==> src/rtl/bit_serializer.sv <==
// bit_serializer: MSB-first parallel-to-serial converter with a valid/ready
// input handshake and an optional idle gap after each word.
// Optional feature: define SER_PARITY_EN to append an even-parity bit
// (the XOR of the captured word) after the data bits of every word.
// All outputs are registered. The reset is asynchronous and active-high.
`timescale 1ns/1ps

module bit_serializer #(
    parameter int DATA_W = 8,   // parallel word width, 2..32
    parameter int GAP    = 0    // idle cycles after each word, 0..15
) (
    input  logic              clk,
    input  logic              reset,
    input  logic [DATA_W-1:0] in_data,
    input  logic              in_valid,
    output logic              in_ready,
    output logic              dout,
    output logic              dout_valid,
    output logic              dout_last
);

    localparam int                CNT_W    = $clog2(DATA_W + 1);
    localparam logic [CNT_W-1:0]  CNT_LAST = CNT_W'(DATA_W);
    localparam logic [CNT_W-1:0]  CNT_PEN  = CNT_W'(DATA_W - 1);
    localparam logic [3:0]        GAP_LAST = 4'(GAP);

    // Each state names what dout shows during the current cycle.
    typedef enum logic [1:0] {
        S_IDLE  = 2'd0,
        S_SHIFT = 2'd1,
`ifdef SER_PARITY_EN
        S_PAR   = 2'd2,
`endif
        S_GAP   = 2'd3
    } state_t;

    state_t              state_reg, state_next;
    logic [DATA_W-1:0]   shift_reg, shift_next;
    logic [CNT_W-1:0]    bit_cnt_reg, bit_cnt_next;   // bits already placed on dout
    logic [3:0]          gap_cnt_reg, gap_cnt_next;   // gap cycles already spent
    logic                dout_reg, dout_next;
    logic                dout_valid_reg, dout_valid_next;
    logic                dout_last_reg, dout_last_next;
    logic                in_ready_reg, in_ready_next;
`ifdef SER_PARITY_EN
    logic                parity_reg, parity_next;
`endif

    // A word is accepted only while the registered ready is high.
    logic load;
    assign load = in_valid & in_ready_reg;

    assign in_ready   = in_ready_reg;
    assign dout       = dout_reg;
    assign dout_valid = dout_valid_reg;
    assign dout_last  = dout_last_reg;

    // State register: FSM, datapath and registered outputs; reset aborts any word.
    always_ff @(posedge clk or posedge reset) begin
        if (reset) begin
            state_reg      <= S_IDLE;
            shift_reg      <= '0;
            bit_cnt_reg    <= '0;
            gap_cnt_reg    <= '0;
            dout_reg       <= 1'b0;
            dout_valid_reg <= 1'b0;
            dout_last_reg  <= 1'b0;
            in_ready_reg   <= 1'b0;
`ifdef SER_PARITY_EN
            parity_reg     <= 1'b0;
`endif
        end else begin
            state_reg      <= state_next;
            shift_reg      <= shift_next;
            bit_cnt_reg    <= bit_cnt_next;
            gap_cnt_reg    <= gap_cnt_next;
            dout_reg       <= dout_next;
            dout_valid_reg <= dout_valid_next;
            dout_last_reg  <= dout_last_next;
            in_ready_reg   <= in_ready_next;
`ifdef SER_PARITY_EN
            parity_reg     <= parity_next;
`endif
        end
    end

    // Next-state logic: capture on transfer, shift per bit, then parity/gap/idle.
    always_comb begin
        state_next   = state_reg;
        shift_next   = shift_reg;
        bit_cnt_next = bit_cnt_reg;
        gap_cnt_next = gap_cnt_reg;
`ifdef SER_PARITY_EN
        parity_next  = parity_reg;
`endif
        if (load) begin
            // The captured MSB goes straight to dout, so one bit is already out.
            state_next   = S_SHIFT;
            shift_next   = in_data;
            bit_cnt_next = CNT_W'(1);
            gap_cnt_next = '0;
`ifdef SER_PARITY_EN
            parity_next  = ^in_data;
`endif
        end else begin
            case (state_reg)
                S_SHIFT: begin
                    if (bit_cnt_reg != CNT_LAST) begin
                        shift_next   = shift_reg << 1;
                        bit_cnt_next = bit_cnt_reg + CNT_W'(1);
                    end else begin
                        bit_cnt_next = '0;
`ifdef SER_PARITY_EN
                        state_next   = S_PAR;
`else
                        if (GAP > 0) begin
                            state_next   = S_GAP;
                            gap_cnt_next = 4'd1;
                        end else begin
                            state_next   = S_IDLE;
                        end
`endif
                    end
                end
`ifdef SER_PARITY_EN
                S_PAR: begin
                    if (GAP > 0) begin
                        state_next   = S_GAP;
                        gap_cnt_next = 4'd1;
                    end else begin
                        state_next   = S_IDLE;
                    end
                end
`endif
                S_GAP: begin
                    if (gap_cnt_reg == GAP_LAST) begin
                        state_next   = S_IDLE;
                        gap_cnt_next = '0;
                    end else begin
                        gap_cnt_next = gap_cnt_reg + 4'd1;
                    end
                end
                default: ;
            endcase
        end
    end

    // Output logic: values the outputs take in the next cycle.
    always_comb begin
        dout_next       = 1'b0;
        dout_valid_next = 1'b0;
        dout_last_next  = 1'b0;
        in_ready_next   = 1'b0;
        if (load) begin
            dout_next       = in_data[DATA_W-1];
            dout_valid_next = 1'b1;
        end else begin
            case (state_reg)
                S_IDLE: in_ready_next = 1'b1;
                S_SHIFT: begin
                    if (bit_cnt_reg != CNT_LAST) begin
                        dout_next       = shift_reg[DATA_W-2];
                        dout_valid_next = 1'b1;
`ifndef SER_PARITY_EN
                        // Final data bit closes the word; back-to-back needs ready here.
                        if (bit_cnt_reg == CNT_PEN) begin
                            dout_last_next = 1'b1;
                            in_ready_next  = (GAP == 0);
                        end
`endif
                    end else begin
`ifdef SER_PARITY_EN
                        dout_next       = parity_reg;
                        dout_valid_next = 1'b1;
                        dout_last_next  = 1'b1;
`endif
                        in_ready_next   = (GAP == 0);
                    end
                end
`ifdef SER_PARITY_EN
                S_PAR: in_ready_next = (GAP == 0);
`endif
                S_GAP: in_ready_next = (gap_cnt_reg == GAP_LAST);
                default: ;
            endcase
        end
    end

endmodule

==> config.mk <==
export PLATFORM = sky130hd
export DESIGN_NAME = bit_serializer
export DESIGN_NICKNAME = d
export VERILOG_FILES = /design/src/rtl/bit_serializer.sv
export SDC_FILE = /design/constraint.sdc
export NUM_CORES = 1
export LEC_CHECK = 0
export BUFFER_PORTS_ARGS = -buffer_cell sky130_fd_sc_hd__buf_2
export CAP_MARGIN = 10
export CORE_UTILIZATION = 48
export CTS_CLUSTER_DIAMETER = 30
export CTS_CLUSTER_SIZE = 20
export DETAILED_ROUTE_END_ITERATION = 12
export GPL_ROUTABILITY_DRIVEN = 0
export PLACE_DENSITY_LB_ADDON = 0.3
export REMOVE_ABC_BUFFERS = 1
export SLEW_MARGIN = 20
export SYNTH_ARGS = -nofsm -noshare
export SYNTH_HDL_FRONTEND = slang
export SYNTH_SLANG_ARGS = --single-unit
==> constraint.sdc <==
create_clock -name clk -period 1.1 [get_ports clk]
set_input_delay 0.275 -clock clk [delete_from_list [all_inputs] [get_ports clk]]
set_output_delay 0.275 -clock clk [all_outputs]
set_load 0.01 [all_outputs]
Word-level counts from Yosys, hierarchy flattened
Cells that the tools add are included.
Operators by class
  muxes and demuxes: 26
  bitwise operators: 1
  reduce and logical (&&, ||, !) cells: 8
  eq/ne operators: 6
  $add $sub $neg: 2
Operators by type and width (count)
  $mux 4: 6
  $mux 7: 3
  $mux 1: 12
  $add 4x1->4 const B: 2
  $mux 2: 3
  $ne 3x3->1 const B: 2
  $reduce_bool 2->1: 3
  $eq 4x3->1 const B: 1
  $logic_not 4->1: 1
  $ne 4x4->1 const B: 1
  $pmux 2 s2: 1
  $pmux 1 s3: 1
  $reduce_and 3->1: 1
  $reduce_bool 3->1: 1
  $eq 2x1->1 const B: 1
  $eq 2x2->1 const B: 1
  $logic_not 2->1: 1
  $reduce_and 2->1: 1
  $and 1x1->1: 1
Storage, ports and cells
  word-level logic and storage cells: 51
  bits of input ports: 11
  bits in registers: 21
  output and inout port bits: 4

Depth between registers and ports, before layout
  depth in word-level cells: 5
  mapped depth: 5
  mapped depth without buffers: 5

Worst setup path before layout
Ideal clock, no wire load.
  kind: reg-to-reg
  start: register bit_cnt_reg[0]
  end: register shift_reg[5]
  buffers on the path: 0
  period minus slack after synthesis: 1.201 ns
  data required time: 1.023 ns
  slack: -0.101 ns
  arrival time: 1.124 ns
  cell stages (with the launch flop): 6
  setup time: 0.077 ns
  path through: dfrtp_1 inv_1 ha_1 and3b_4 o21ai_2 a21oi_1
Between the ends
  longest elaborated chain between the ends: 3
RTL lines
  start: declaration: line 39  | logic [CNT_W-1:0] bit_cnt_reg, bit_cnt_next;
  start signal: assignment: line 75  | bit_cnt_reg <= bit_cnt_next;
  $ne 4x4->1: line 108  | if (bit_cnt_reg != CNT_LAST) begin
  $reduce_bool 2->1 (no line)
  $reduce_and 2->1 (no line)
  end signal: assignment: line 74  | shift_reg <= shift_next;
  end: declaration: line 38  | logic [DATA_W-1:0] shift_reg, shift_next;
No other way between the ends.
A chain may end at the register's enable or synchronous reset.

Worst setup path in the final report
  start: register bit_cnt_reg[1]
  end: register shift_reg[1]
The elaborated chain is that of the path after synthesis.

==> flow_summary.toml <==
[status]
status = "finished, violations left"
failed_checks = "setup timing"

[sta]
maxSlewViolCount = 0
tightestPinTransition_ns = 0.313
setup_viol_count_final = 15
clock.fmax_ghz = 0.812
finalWorstPathRequiredPeriod_ns = 1.23
timing.final.ws_setup_ns = -0.131
finalCritPeriodShare_pct = 112
grt_setup_unrepaired = "yes"
hold_viol = 0
worst_clock_skew_ns = 0.00278
setup-tns-final_ns = -1.29
max-slew-margin-rel_pct = 79.1

[clock_network]
htree_num_levels = 1
cts-root-to-sink-buffers = 2
numCtsBuffers = 3
clock_latency_ns = 0.29
clk_transition_reported_paths_ns = 0.10
cts_tree = "done"
numClockSinks = 16
clockRootBuffer = "sky130_fd_sc_hd__clkbuf_4"

[die]
fp-row-count = 14
initial_utilization_pct = 53.9
die_height_um = 44.3
die_w_um = 44.3
core_region_area_um2 = 1590
io_pins = 15
die-area_um2 = 1960

[routing]
ant_nets = 0
drt_iter0_drc = 12
postRouteWirelength_um = 1730
detail_route.first_pass.iterations = 4
drt-vias-per-instance = 5.15
remaining_drc_errors = 0
wire_per_inst_um = 13.3
dr_total_vias = 669

[place]
placement.setup.worst_slack_ns = -0.181
io_buffer_count = 14
place_hpwl_um = 1150

[setup_path]
cp_data_required_time_ns = 1.28
criticalPathCategory = "reg2reg"
end_kind = "flip-flop"
timing.critical_path.fanout_max = 8
critical_path_arrival_ns = 1.41
startpoint_type = "flip-flop"

[logic_synthesis]
ys_ff_latch = 16
post_synth_instance_area_um2 = 860
synthesis_warning_total = 0
syn-instance-count = 80
post_synthesis_sequential_area_ratio_pct = 46.6
synthesis.area_per_instance_um2 = 10.7
synth_cell_types = 24

[power]
power_per_cell_area_nw_per_um2 = 2570
ir_worst_vdd_uv = 1300
total_leakage_power_nw = 0.517

[cells_and_area]
nFillCells = 137
largest_register_ff_count = 7
fin_nets = 120
final_util_pct = 68.9
leading_cell_types_in_the_layout_fill_and_taps_excluded = "sky130_fd_sc_hd__dfrtp_1, sky130_fd_sc_hd__buf_2, sky130_fd_sc_hd__nand2_1, sky130_fd_sc_hd__buf_4, sky130_fd_sc_hd__o21ai_2"
share_of_cells_above_drive_strength_1_pct = 52.8
diodes_inserted = 0
final_common_cell = "sky130_fd_sc_hd__dfrtp_1"
flow.area_growth_from_synthesis_pct = 27.8

[global_route]
first_global_vias = 718
first_pass_grt_wire_length_um = 3120
grt.total_usage_pct = 21.8
grt_antenna_before_repair = 0
grt_max_degree = 17
gr-total-overflow = 0

[flow_run]
drv_cap = 0

[hold_path]
min_path_type = "in2reg"
-- path summary, 6_finish.rpt --
| check | from | to | slack (ns) | cells past startpoint |
|---|---|---|---|---|
| worst max-delay path | bit_cnt_reg[1] | shift_reg[1] | -0.13 | 5 |
| worst min-delay path | in_data[0] | shift_reg[0] | 0.19 | 3 |
| worst max register to register | bit_cnt_reg[1] | shift_reg[1] | -0.13 | 5 |
| worst min register to register | shift_reg[3] | shift_reg[3] | 0.54 | 2 |
| max in group asynchronous | reset | bit_cnt_reg[1] | 0.40 | 4 |
| min in group asynchronous | reset | dout | 0.51 | 4 |
-- stage by stage --
step | hold WS (ns) | cell area (um2) | std cells | total power, mW
floorplan | 0.189 | 825 | 76 | 1.79
global placement | 0.288 | 1000 | 124 | 2.19
detailed placement | 0.294 | 1000 | 124 | 2.23
CTS | 0.190 | 1070 | 129 | 2.71
global route | 0.187 | 1100 | 130 | 3.01
finish | 0.188 | 1100 | 130 | 2.83
-- cell families after synthesis --
kind of cell / after synthesis / share of synthesized area, %
compound gates: 30 / 24.9
fa+ha+maj: 2 / 2.91
buf+inv: 8 / 7.42
flops: 16 / 46.6
mux: 1 / 1.16
simple gates: 23 / 17.0
-- power breakdown --
group / internal (mW) / switching [mW] / total [mW] / leakage (nW)
clock: 0.201 / 0.199 / 0.400 / 0.0210
combinational: 0.752 / 0.652 / 1.40 / 0.299
sequential: 0.826 / 0.198 / 1.02 / 0.198
total: 1.78 / 1.05 / 2.83 / 0.517
-- cell type report --
class	count	area (um2)	area share [%]
timing repair buffer	26	170	15.5
inverter	4	28.8	2.62
tap	24	30.0	2.73
clock buffer	4	36.3	3.30
sequential	16	400	36.4
multi-input combinational	56	433	39.4
-- critical path, cell delays in order (launching register included) --
cell and delay, ns:
sky130_fd_sc_hd__dfrtp_1 0.43, sky130_fd_sc_hd__inv_2 0.09, sky130_fd_sc_hd__ha_4 0.16, sky130_fd_sc_hd__nand3b_4 0.13, sky130_fd_sc_hd__a31oi_1 0.24, sky130_fd_sc_hd__a21oi_2 0.08
-- per-layer routing --
metal,part of all wire (%),wire length [um],GRT usage (%)
met4,0.40,7,7.27
met5,0,0,0
met1,44,769,26.2
met2,51,889,39.4
met3,3.7,64,3.67
-- cells in the mapped netlist, drive strengths merged --
cell / count / area (um2)
a211o: 1 / 8.76
a21boi: 1 / 7.51
a21oi: 9 / 63.8
a31oi: 7 / 43.8
and2: 1 / 8.76
and3b: 1 / 12.5
and4b: 1 / 10.0
buf: 4 / 35.0
bufinv: 1 / 17.5
dfrtp: 16 / 400
ha: 2 / 25.0
inv: 3 / 11.3
mux2i: 1 / 10.0
nand2: 10 / 37.5
nand3b: 2 / 27.5
nor2: 7 / 26.3
nor4b: 1 / 23.8
o21ai: 12 / 90.1
-- timing repair --
item	4_1_cts	5_1_grt
hold buffers	1	0
resized for setup	5	8
buffers inserted	0	1
pin swaps	3	3
setup endpoints to repair	15	17
hold endpoints to repair	16	0
Note: power is estimated with default switching activity, not from simulation.
